[config.mk]
export PLATFORM = sky130hd
export DESIGN_NAME = fdct1d
export DESIGN_NICKNAME = d
export VERILOG_FILES = /design/src/rtl/dct_pkg.sv /design/src/rtl/dct_coef_rom.sv /design/src/rtl/fdct1d.sv
export SDC_FILE = /design/constraint.sdc
export NUM_CORES = 1
export LEC_CHECK = 0
export ABC_AREA = 1
export BUFFER_PORTS_ARGS = -buffer_cell sky130_fd_sc_hd__buf_2
export CORE_ASPECT_RATIO = 2
export CORE_UTILIZATION = 35
export DETAILED_ROUTE_END_ITERATION = 8
export HOLD_SLACK_MARGIN = 0.15
export PLACE_DENSITY = 0.46
export SLEW_MARGIN = 15
export SYNTH_ARGS = -nofsm -noshare
export SYNTH_HDL_FRONTEND = slang
export SYNTH_SLANG_ARGS = --single-unit
[constraint.sdc]
create_clock -name clk -period 11.7 [get_ports clk]
set_input_delay 2.34 -clock clk [delete_from_list [all_inputs] [get_ports clk]]
set_output_delay 2.34 -clock clk [all_outputs]
set_load 0.02 [all_outputs]
[src/rtl/dct_pkg.sv]
// Shared constants, state encoding, Q12 coefficient table and saturation helper
// for the 8-point DCT/IDCT engines.
package dct_pkg;
  localparam int DW     = 16;
  localparam int AW     = 6;
  localparam int CW     = 14;
  localparam int ACCW   = 32;
  localparam int Q12_RND = 2048;
  localparam int Q12_SH  = 12;

  typedef enum logic [2:0] {
    ST_IDLE  = 3'd0,
    ST_READ  = 3'd1,
    ST_DRAIN = 3'd2,
    ST_MAC   = 3'd3,
    ST_WRITE = 3'd4
  } dct_state_t;

  // Row u, column n at index {u,n}; idct1d reads it as {n,u}.
  localparam logic signed [CW-1:0] DCT_COEF [0:63] = '{
    14'sd1448,  14'sd1448,  14'sd1448,  14'sd1448,  14'sd1448,  14'sd1448,  14'sd1448,  14'sd1448,
    14'sd2009,  14'sd1703,  14'sd1138,  14'sd400,  -14'sd400,  -14'sd1138, -14'sd1703, -14'sd2009,
    14'sd1892,  14'sd784,  -14'sd784,  -14'sd1892, -14'sd1892, -14'sd784,   14'sd784,   14'sd1892,
    14'sd1703, -14'sd400,  -14'sd2009, -14'sd1138,  14'sd1138,  14'sd2009,  14'sd400,  -14'sd1703,
    14'sd1448, -14'sd1448, -14'sd1448,  14'sd1448,  14'sd1448, -14'sd1448, -14'sd1448,  14'sd1448,
    14'sd1138, -14'sd2009,  14'sd400,   14'sd1703, -14'sd1703, -14'sd400,   14'sd2009, -14'sd1138,
    14'sd784,  -14'sd1892,  14'sd1892, -14'sd784,  -14'sd784,   14'sd1892, -14'sd1892,  14'sd784,
    14'sd400,  -14'sd1138,  14'sd1703, -14'sd2009,  14'sd2009, -14'sd1703,  14'sd1138, -14'sd400
  };

  function automatic logic signed [DW-1:0] sat_dw(input logic signed [ACCW-1:0] v);
    logic signed [DW-1:0] r;
    if (v > 32'sd32767) begin
      r = 16'sh7FFF;
    end else if (v < -32'sd32768) begin
      r = 16'sh8000;
    end else begin
      r = v[DW-1:0];
    end
    return r;
  endfunction
endpackage

[src/rtl/dct_coef_rom.sv]
// Combinational 64-entry Q12 cosine table lookup, indexed by {u,n}.
module dct_coef_rom
  import dct_pkg::*;
(
  input  logic [2:0]           u,
  input  logic [2:0]           n,
  output logic signed [CW-1:0] coef
);
  // table lookup
  always_comb begin
    coef = DCT_COEF[{u, n}];
  end
endmodule

[src/rtl/fdct1d.sv]
// Forward 8-point 1-D DCT: eight strided RAM reads, one MAC per coefficient
// term, eight strided writes of saturated Q12-rounded results.
module fdct1d
  import dct_pkg::*;
(
  input  logic                 clk,
  input  logic                 reset,
  input  logic                 en,
  input  logic [AW-1:0]        rstart,
  input  logic [AW-1:0]        wstart,
  input  logic [AW-1:0]        stride,
  input  logic signed [DW-1:0] q,
  output logic [AW-1:0]        addr,
  output logic                 wren,
  output logic [DW-1:0]        data,
  output logic                 rdy
);
  dct_state_t state_r, state_nxt_s;
  logic [2:0]                k_r, u_r;
  logic [AW-1:0]             stride_r, wptr_r, addr_r;
  logic signed [DW-1:0]      x_r [0:7];
  logic signed [ACCW-1:0]    acc_r, acc_sum_s, rnd_s;
  logic signed [CW-1:0]      coef_s;
  logic signed [DW+CW-1:0]   prod_s;
  logic                      wren_r, rdy_r;
  logic signed [DW-1:0]      data_r;

  dct_coef_rom u_rom (.u(u_r), .n(k_r), .coef(coef_s));

  assign prod_s    = x_r[k_r] * coef_s;
  assign acc_sum_s = acc_r + $signed({{(ACCW-DW-CW){prod_s[DW+CW-1]}}, prod_s});
  assign rnd_s     = (acc_sum_s + ACCW'(Q12_RND)) >>> Q12_SH;

  // state register
  always_ff @(posedge clk or posedge reset) begin
    if (reset) state_r <= ST_IDLE;
    else       state_r <= state_nxt_s;
  end

  // next-state logic
  always_comb begin
    state_nxt_s = state_r;
    case (state_r)
      ST_IDLE:  if (en) state_nxt_s = ST_READ; else state_nxt_s = ST_IDLE;
      ST_READ:  if (k_r == 3'd7) state_nxt_s = ST_DRAIN; else state_nxt_s = ST_READ;
      ST_DRAIN: state_nxt_s = ST_MAC;
      ST_MAC:   if (k_r == 3'd7) state_nxt_s = ST_WRITE; else state_nxt_s = ST_MAC;
      ST_WRITE: if (u_r == 3'd7) state_nxt_s = ST_IDLE; else state_nxt_s = ST_MAC;
      default:  state_nxt_s = ST_IDLE;
    endcase
  end

  // datapath and registered RAM-side outputs
  always_ff @(posedge clk or posedge reset) begin
    if (reset) begin
      k_r      <= 3'd0;
      u_r      <= 3'd0;
      stride_r <= '0;
      wptr_r   <= '0;
      addr_r   <= '0;
      acc_r    <= '0;
      wren_r   <= 1'b0;
      data_r   <= '0;
      rdy_r    <= 1'b1;
      for (int i = 0; i < 8; i++) x_r[i] <= '0;
    end else begin
      case (state_r)
        ST_IDLE: begin
          if (en) begin
            stride_r <= stride;
            wptr_r   <= wstart;
            addr_r   <= rstart;
            k_r      <= 3'd0;
            rdy_r    <= 1'b0;
          end
        end
        ST_READ: begin
          // q answers the address presented one cycle earlier
          if (k_r != 3'd0) x_r[k_r - 3'd1] <= q;
          k_r    <= k_r + 3'd1;
          addr_r <= (k_r == 3'd7) ? '0 : addr_r + stride_r;
        end
        ST_DRAIN: begin
          x_r[7] <= q;
          k_r    <= 3'd0;
          u_r    <= 3'd0;
          acc_r  <= '0;
        end
        ST_MAC: begin
          acc_r <= acc_sum_s;
          k_r   <= k_r + 3'd1;
          if (k_r == 3'd7) begin
            wren_r <= 1'b1;
            addr_r <= wptr_r;
            data_r <= sat_dw(rnd_s);
          end
        end
        ST_WRITE: begin
          wren_r <= 1'b0;
          addr_r <= '0;
          data_r <= '0;
          acc_r  <= '0;
          k_r    <= 3'd0;
          wptr_r <= wptr_r + stride_r;
          if (u_r == 3'd7) rdy_r <= 1'b1;
          else             u_r   <= u_r + 3'd1;
        end
        default: begin
          wren_r <= 1'b0;
          rdy_r  <= 1'b1;
        end
      endcase
    end
  end

  assign addr = addr_r;
  assign wren = wren_r;
  assign data = data_r;
  assign rdy  = rdy_r;
endmodule

Word level (Yosys, flattened, before mapping). Memory sizes are Yosys's and may differ from the RTL's. Cells that the tools add are included.

Bits in registers: 205. Bits in latches: 0. RAM bits: 0. Bits in read-only memories: 896. Input bits: 37. Output and inout bits: 24. Memories kept: 1.

Memories: (no name shown) (depth 64, width 14, read ports 1, clocked after memory_dff 0, write ports 0, line dct_coef_rom.sv:11) `coef = DCT_COEF[{u, n}];`.

Add/subtract/negate cells: 7. Multiply operators: 1. Divide/modulo/power cells: 0. Order comparisons: 6. Equal/unequal tests: 11. Shift-type cells: 0. Multiplexer cells: 35. Bitwise operators: 5. Reduce and logical (&&, ||, !) cells: 24.

Operators by type and width (count): bitwise mux 128 bit (1); 2-to-1 mux 16 bit (7); case mux 16 bit (2 select lines) (2); case mux 32 bit (2 select lines) (1); binary-select mux 16 bit (select 3 bit) (1); demux 16 bit (select 3 bit) (1); adder 32 x 13 -> 32 bit (second input constant) (1); adder 32 x 30 -> 32 bit (1); multiplier 16 x 14 -> 30 bit (1); 2-to-1 mux 14 bit (2); 2-to-1 mux 6 bit (4); case mux 6 bit (4 select lines) (1); > comparator 20 x 16 -> 1 bit (second input constant) (1); less-than comparator 20 x 16 -> 1 bit (second input constant) (1); AND reduction 2 bit (8); case mux 3 bit (5 select lines) (1); adder 6 bit (2); case mux 6 bit (2 select lines) (1); inequality test 2 bit (second input constant) (5); nonzero test 2 bit (5); == test 3 bit (second input constant) (3); 2-to-1 mux 3 bit (3); case mux 3 bit (3 select lines) (1); >= comparator 4 bit (second input constant) (2); other kinds (21) (33).

Longest topological paths before layout. Gate-level depths: netlist (run 1).

Depth after elaboration: 12. Gate-level depth with buffers: 53.

Modules after synthesis. A second synthesis (run 1) with hierarchy kept.

Cell total of the unflattened synthesis: 2827. Area, all modules: 21879.7 um^2.

By module, submodules not included: fdct1d (times used 1, cells each 2620, area each 20901.3 um^2, seq. area each 5131.2 um^2); dct_coef_rom (times used 1, cells each 207, area each 978.4 um^2, seq. area each 0.0 um^2).

Least setup slack after synthesis (run 1). Ideal clock, no wire load.

Path type: reg-to-reg. Start: register k_r[0]. End: register data_r[9], in the netlist data[9]. Setup time: 65 ps. Arrival: 8532 ps. Required time: 11635 ps. Slack: 3103 ps. Stages on the path, launching flop included: 45. Period minus slack after synthesis: 8597 ps. Path through: dfrtp_1 -> clkbuf_1 -> clkinv_1 -> clkbuf_1 -> buf_1 -> ha_1 -> clkbuf_1 -> nor2_1 -> nor2_1 -> o211ai_1 -> nand3_1 -> nand2_1 -> clkbuf_1 -> nor2_1 -> fa_1 -> inv_1 -> fa_1 -> inv_1 -> [9 not listed] -> nand2_1 -> nand2_1 -> inv_1 -> nand3_2 -> xnor2_1 -> inv_2 -> ha_1 -> nand3_2 -> nor2_4 -> nand3_1 -> xor2_1 -> nand2_2 -> o21ai_4 -> buf_8 -> nand2_2 -> nand2_1 -> nand2_1 -> nand2_1.

Word-level cells in the longest chain between the ends: 12. Elaborated cells on any way between the ends: 20.

Ends and longest elaborated chain: start: declaration (line fdct1d.sv:19) `logic [2:0] k_r, u_r;`; start signal: assignment (line fdct1d.sv:80) `k_r <= k_r + 3'd1;`; start signal: assignment (line fdct1d.sv:91) `k_r <= k_r + 3'd1;`; NOT 6 -> 7 bit (not written as such) / NOT 3 -> 4 bit (equally long branches) (line dct_coef_rom.sv:11, fdct1d.sv:30); memory read (64 x 14 bit) / binary-select mux 16 bit (select 3 bit) (equally long branches); 2-to-1 mux 14 bit (not written as such) / 2-to-1 mux 16 bit (equally long branches) (2 in a row) (line dct_coef_rom.sv:11, fdct1d.sv:30); multiplier 16 x 14 -> 30 bit (line fdct1d.sv:30) `assign prod_s = x_r[k_r] * coef_s;`; adder 32 x 30 -> 32 bit (line fdct1d.sv:31) `assign acc_sum_s = acc_r + $signed({{(ACCW-DW-CW){prod_s[DW+CW-1]}}, prod_s});`; adder 32 x 13 -> 32 bit (line fdct1d.sv:32) `assign rnd_s = (acc_sum_s + ACCW'(Q12_RND)) >>> Q12_SH;`; less-than comparator 20 x 16 -> 1 bit (line dct_pkg.sv:35) `end else if (v < -32'sd32768) begin`; 2-to-1 mux 16 bit (line dct_pkg.sv:35); 2-to-1 mux 16 bit (line dct_pkg.sv:33) `if (v > 32'sd32767) begin`; 2-to-1 mux 16 bit (line fdct1d.sv:92) `if (k_r == 3'd7) begin`; case mux 16 bit (2 select lines) (line fdct1d.sv:67) `case (state_r)`; end signal: assignment (line fdct1d.sv:95) `data_r <= sat_dw(rnd_s);`; end: declaration (line fdct1d.sv:26) `logic signed [DW-1:0] data_r;`.

Parallel ways exist; a longest one is shown, timed or not. The select of a mux whose other input is x is not followed. A chain may end at the register's enable or synchronous reset.

Worst setup path in the final report (run 1).
Start: register k_r[0]. End: register data_r[12], in the netlist data[12].

The elaborated chain is that of the path after synthesis.

==> run metrics, run 1 <==
status=finished clean; via count=18100; placed inst area=0.0228 mm2; crit path capture type=register; Worst EP arrival=10.61 ns; largest net degree at the start of global routing=133; hold depth=2; setup_tns=0 ns; Iteration-0 DRC Markers=859; Setup CP Type=reg2reg; post-CTS sizing=0; Tot GR Track Use=24.7%; root buffer selected by CTS=clkbuf_16; Routed Antenna Nets=0; insertion delay to the later sink of the worst-skew pair=0.57 ns; io pins=61; routability cong.=0.926; Yosys reg bits=205; DRC=0; Final Max Tran Viols=0; layout cells sized above 1=7.44%; die area=0.0629 mm2; Netlist cell types=56; sequential share of the synthesized area=23.7%; HPWL Detailed=60500 um; fill cell count=6405; area of the multi-input gates=0.0139 mm2; Worst path max stage delay=0.73 ns; minimum clock period=10.12 ns; total wire length=74800 um; first-pass GRT wire length=115000 um; top_reg_cell synth=dfrtp_1; post-CTS setup buffers=0; Post-synth EDFFs=0; input/output buffers=60; syn avg cell area=7.71 um2; P&R area growth vs syn=9.11%; Cell Area, Synth=0.0216 mm2; nature of the critical path startpoint=register; max-cap violations=0; register area=0.00513 mm2; Worst Hold Class=reg2reg; clk sinks=205; CTS tree=built; Die H=354 um; Synth warnings=0; Placement Setup Slack=1.62 ns; Peak VDD IR=127 uV; Worst path slowest cell=clkinv_1; Rows=128; Crit path top cell by count=inv_1; syn_nets=3226; routed wire length per instance=20.6 um; R2R depth=40; pwr/cell area=66.2 mW/mm2; top cell type by total area after synthesis=fa_1; core area=0.0610 mm2; post-synth top area share=24.6%; commonest non-fill, non-tap cell in the layout=nand2_1; starting density of the core=35.5%; clock slew at reported path FFs=0.06 ns; vias in the first global route=19600; final instance area=0.0236 mm2; initial antenna violation count=0; number of endpoints failing setup at the final stage=0; Max Clock Skew=0.0242 ns; hold_buf cts=0; # diodes=0; Max Freq=0.0988 GHz; crit share post-route=86.5%; async set-reset flop share out of synthesis=100%; synth top area cells=fa_1, dfrtp_1, nand2_1; RSZ-0062 raised after global routing=no; Critical Path RT=12.19 ns; Rel. slew slack=12.5%; routed vias/inst=4.99; Horiz. Die Dim=178 um; H-tree Lvls=1; drt first pass iters=5; Cells after Synth=2807; total CTS buffers=23; Crit Path Max Fanout=46; Tightest Pin Transition=1.30 ns; commonest cells after routing, fill and taps aside=nand2_1, inv_1, fa_1; clock buffer depth=3; PnR worst setup slack=1.58 ns; Leak=13.0 nW; Nets=3254; global route overflow=0; final hold violation count=0
final cells by class:
| class | instances | area share [%] |
|---|---|---|
| multi-input cells | 1900 | 58.7 |
| clock buffers | 31 | 2.69 |
| well taps | 780 | 4.13 |
| repair buffers | 92 | 2.29 |
| inverters | 613 | 9.77 |
| flip-flops and latches | 205 | 21.7 |
| clock inverters | 10 | 0.678 |
layer usage:
layer / track usage [%] / share of wire [%]
met1: 22.8 / 33
met2: 49.3 / 57
met3: 1.87 / 2.4
met4: 17.0 / 7.9
met5: 0 / 0
power by group:
group          leakage, nW  switching (mW)  internal (mW)
Sequential            2.19         0.00317          0.714
Combinational         10.5          0.0275        0.00983
Clock                0.388           0.338          0.470
Total                 13.0           0.369           1.19
logic make-up (layout without fill, tap and decap cells):
family | count (synthesis) | after routing | share of synthesized area, %
AND/OR/NAND/NOR | 1159 | 1159 | 22.5
buffers and inverters | 702 | 746 | 12.3
adder cells (fa/ha/maj) | 382 | 382 | 31.3
AO/OA/AOI/OAI | 328 | 328 | 8.91
flip-flops | 205 | 205 | 23.7
XOR/XNOR | 30 | 30 | 1.25
multiplexers | 1 | 1 | 0.0520
worst max-delay path: cells and delay by family, from the launching register on:
| kind | cells | cell delay (ns) |
|---|---|---|
| buf+inv | 11 | 1.97 |
| simple gates | 17 | 2.39 |
| flops | 1 | 0.35 |
| fa+ha+maj | 8 | 3.81 |
| compound gates | 3 | 1.14 |
| xor+xnor | 1 | 0.34 |
final timing paths:
path,from,to,slack [ns]
hold / removal,data[12],data[12],0.47
setup reg to reg,k_r[0],data[12],1.58
min in group asynchronous,reset,wptr_r[2],1.99
setup / recovery,k_r[0],data[12],1.58
hold reg to reg,data[12],data[12],0.47
max in group asynchronous,reset,x_r[5],8.11
state kept, by name (all words and copies together), names as in the netlist:
signal / count
data: 16
stride_r: 6
rdy: 1
wptr_r: 6
x_r: 128
state_r: 3
acc_r: 32
wren: 1
u_r: 3
addr: 6
k_r: 3
stage by stage:
| step | power [mW] | util, % | instances | hold slack (ns) |
|---|---|---|---|---|
| after floorplan | 0.752 | - | 2807 | 0.448 |
| after detailed placement | 0.770 | 37.4 | 3590 | 0.464 |
| after global placement | 0.770 | 37.4 | 3590 | 0.464 |
| after global routing | 1.61 | 38.7 | 3631 | 0.495 |
| after CTS | 1.59 | 38.7 | 3631 | 0.480 |
| final | 1.56 | 38.7 | 3631 | 0.472 |
synth_stat cells, types with 2 or more instances:
| cell | count |
|---|---|
| a21o_1 | 6 |
| a21oi_1 | 36 |
| a221oi_1 | 2 |
| a22o_1 | 3 |
| a22oi_1 | 2 |
| a31oi_1 | 4 |
| and2_1 | 8 |
| and3_1 | 2 |
| buf_1 | 10 |
| buf_2 | 5 |
| clkbuf_1 | 72 |
| clkinv_1 | 10 |
| dfrtp_1 | 204 |
| fa_1 | 266 |
| ha_1 | 116 |
| inv_1 | 597 |
| inv_2 | 6 |
| nand2_1 | 741 |
| nand2_2 | 34 |
| nand3_1 | 92 |
| nand3_2 | 6 |
| nand3b_1 | 3 |
| nand3b_2 | 2 |
| nand4_1 | 35 |
| nor2_1 | 200 |
| nor2_2 | 11 |
| nor2_4 | 8 |
| nor3_1 | 6 |
| o211ai_1 | 13 |
| o21ai_0 | 187 |
| o21ai_1 | 6 |
| o221ai_1 | 37 |
| o22ai_1 | 21 |
| or2_2 | 7 |
| xnor2_1 | 10 |
| xor2_1 | 19 |
No activity file was read; power rests on OpenSTA's default activity.
==> run 2, diff against run 1 <==
Settings changed: PLACE_DENSITY 0.46 to 0.48, SYNTH_HIERARCHICAL set to 1.
Clock period 11.7 ns to 8.4 ns, I/O delays scaled along.
==> run 2 against run 1 <==
Effect of this change:
- non-clock buffer count grew 124
- first-iteration DRC count grew 16%
- sequential share of layout area shrank 1.4 points
- synthesized cell count grew 0.71%
- cell area grew 6.9%
- setup slack lost 1.2 ns
- critical endpoint is now data[0]
==> run metrics, run 2 <==
Biggest register=x_r; Cell Area, Synth=0.0219 mm2 (+1.1%); Synth Area in Adders=31.6% (+0.25 points); vias in the first global route=20300 (+3.9%); largest family of logic cells by synthesized area=adder cells; Max Freq=0.124 GHz (+26%); max-cap violations=0 (unchanged); Crit Path Max Fanout=15 (-67%); syn avg cell area=7.74 um2 (+0.37%); Worst path max stage delay=0.54 ns (-0.19 ns); Final Max Tran Viols=0 (unchanged); routability cong.=1.04 (+12%); routed vias/inst=4.95 (-0.83%); io pins=61 (unchanged); syn_nets=3252 (+0.81%); via count=18700 (+3.3%); total CTS buffers=22 (-4.3%); post-synth top area share=25.0% (+0.38 points); top cells by count, synth=nand2_1, inv_1, fa_1, nor2_1, o21ai_0; starting density of the core=35.4% (-0.080 points); commonest cells after routing, fill and taps aside=nand2_1, inv_1, fa_1; Tightest Pin Transition=0.981 ns (-0.322 ns); nature of the critical path startpoint=register; Crit path top cell by count=nand2_1; insertion delay to the later sink of the worst-skew pair=0.57 ns (about the same); top_reg_cell synth=dfrtp_1; Peak VDD IR=163 uV (+28%); Setup CP Type=reg2reg; crit share post-route=95.9% (+9.4 points); input/output buffers=60 (unchanged); clk sinks=205 (unchanged); Netlist cell types=60 (+7.1%); HPWL Detailed=61200 um (+1.2%); initial antenna violation count=0 (unchanged); top cell type by total area after synthesis=fa_1; Rows=129 (+0.78%); total wire length=75300 um (+0.72%); pwr/cell area=81.8 mW/mm2 (+24%); final instance area=0.0252 mm2 (+6.9%); commonest non-fill, non-tap cell in the layout=nand2_1; hold_sp=x_r[89]; first-pass GRT wire length=117000 um (+1.7%); clock buffer depth=3 (unchanged); Largest register FFs=128 (unchanged); Tot GR Track Use=24.7% (about the same); DRC=0 (unchanged); clock slew at reported path FFs=0.07 ns (about the same); H-tree Lvls=1 (unchanged); Nets=3404 (+4.6%); Yosys reg bits=205 (unchanged); hold_buf cts=0 (unchanged); crit path capture type=register; Synth warnings=6 (+6); total power=2.06 mW (+32%); sequential share of the synthesized area=23.5% (-0.25 points); Synth Area in XOR/XNOR=1.46% (+0.22 points); # diodes=0 (unchanged); Die H=356 um (+0.54%); crit path launch=k_r[0]; Routed Antenna Nets=0 (unchanged); Max Clock Skew=0.0207 ns (-0.00356 ns); Rel. slew slack=34.6% (+22 points); Leak=13.5 nW (+3.7%); top-count cell post-synth=nand2_1; die area=0.0636 mm2 (+1.1%); Worst path slowest cell=fa_1; Reg-to-Reg Start=k_r[0]; Horiz. Die Dim=179 um (+0.53%); status=finished clean; async set-reset flop share out of synthesis=100% (unchanged); final hold violation count=0 (unchanged); placed inst area=0.0238 mm2 (+4.5%); Worst EP arrival=8.50 ns (-2.11 ns); global route overflow=0 (unchanged); simple-gate share of the synthesized area=21.6% (-0.86 points); layout cells sized above 1=14.9% (+7.5 points); Post-synth EDFFs=0 (unchanged); Critical Path RT=8.85 ns (-3.34 ns); largest net degree at the start of global routing=86 (-35%); Cells after Synth=2827 (+0.71%); Iteration-0 DRC Markers=1000 (+16%); drt first pass iters=7 (+2); root buffer selected by CTS=clkbuf_16; compound-gate portion of the synthesized area=9.26% (+0.35 points); P&R area growth vs syn=15.4%; Worst Hold Class=reg2reg; minimum clock period=8.05 ns (-2.07 ns); core area=0.0618 mm2 (+1.3%); number of endpoints failing setup at the final stage=0 (unchanged); synth top area cells=fa_1, dfrtp_1, nand2_1; CTS tree=built; post-synthesis mux area share=0.0972% (+0.045 points); routed wire length per instance=19.9 um (-3.3%)
run 2: layer usage:
layer,up-vias,wire length [um],part of all wire [%],GRT usage (%)
li1,8871,-,-,-
met2,440,42300,56,48.3
met1,9176,25600,34,24.2
met5,-,0,0,0
met3,212,1890,2.5,1.93
met4,0,5500,7.3,15.3
run 2: path summary, 6_finish.rpt:
| kind | end | slack [ns] | cells past startpoint |
|---|---|---|---|
| worst max register to register | data[0] | 0.35 | 45 |
| min in group asynchronous | x_r[9] | 1.18 | 2 |
| max in group asynchronous | u_r[0] | 5.66 | 3 |
| worst max-delay path | data[0] | 0.35 | 45 |
| worst min register to register | x_r[89] | 0.48 | 2 |
| worst min-delay path | x_r[89] | 0.48 | 2 |
run 2: where the power goes:
group / total (mW) / internal [mW] / switching [mW]
logic: 0.0502 / 0.0126 / 0.0376
clock network: 1.02 / 0.547 / 0.470
registers: 0.997 / 0.995 / 0.00275
run 2: timing repair:
| item | in CTS | in global routing |
|---|---|---|
| endpoints found under the setup margin | 16 | 16 |
| buffers inserted | 4 | 17 |
| resized for setup | 11 | 121 |
| cloned | 0 | 3 |
| pin swaps | 1 | 14 |
run 2: cell families (layout without fill, tap and decap cells):
group | Yosys count | in the layout
flip-flops | 205 | 205
adder cells (fa/ha/maj) | 388 | 388
AND/OR/NAND/NOR | 1125 | 1126
multiplexers | 2 | 2
XOR/XNOR | 34 | 34
buffers and inverters | 714 | 881
AO/OA/AOI/OAI | 359 | 359
run 2: critical path, delay by kind of cell, from the launching register on:
family | cells | cell delay, ns
compound gates | 1 | 0.16
fa+ha+maj | 8 | 3.63
simple gates | 23 | 2.44
buf+inv | 13 | 1.31
flops | 1 | 0.41
run 2: through the flow:
step	util (%)	cells	hold slack, ns	setup TNS (ns)	setup slack [ns]
floorplan	-	2827	0.448	0	0.318
global placement	38.6	3717	0.459	-3.14	-0.232
detailed placement	38.6	3717	0.468	-3.17	-0.223
CTS	39.9	3761	0.484	0	0.00634
global route	40.8	3781	0.500	-0.0457	-0.0175
finish	40.8	3781	0.481	0	0.348
run 2: cell type report:
type                       instances  area, um2
clock buffer                      28        603
clock inverter                    12        116
fill                            6418      36600
inverter                         625       2390
multi-input combinational       1909      14400
sequential                       205       5130
tap                              786        983
timing repair buffer             216       1630
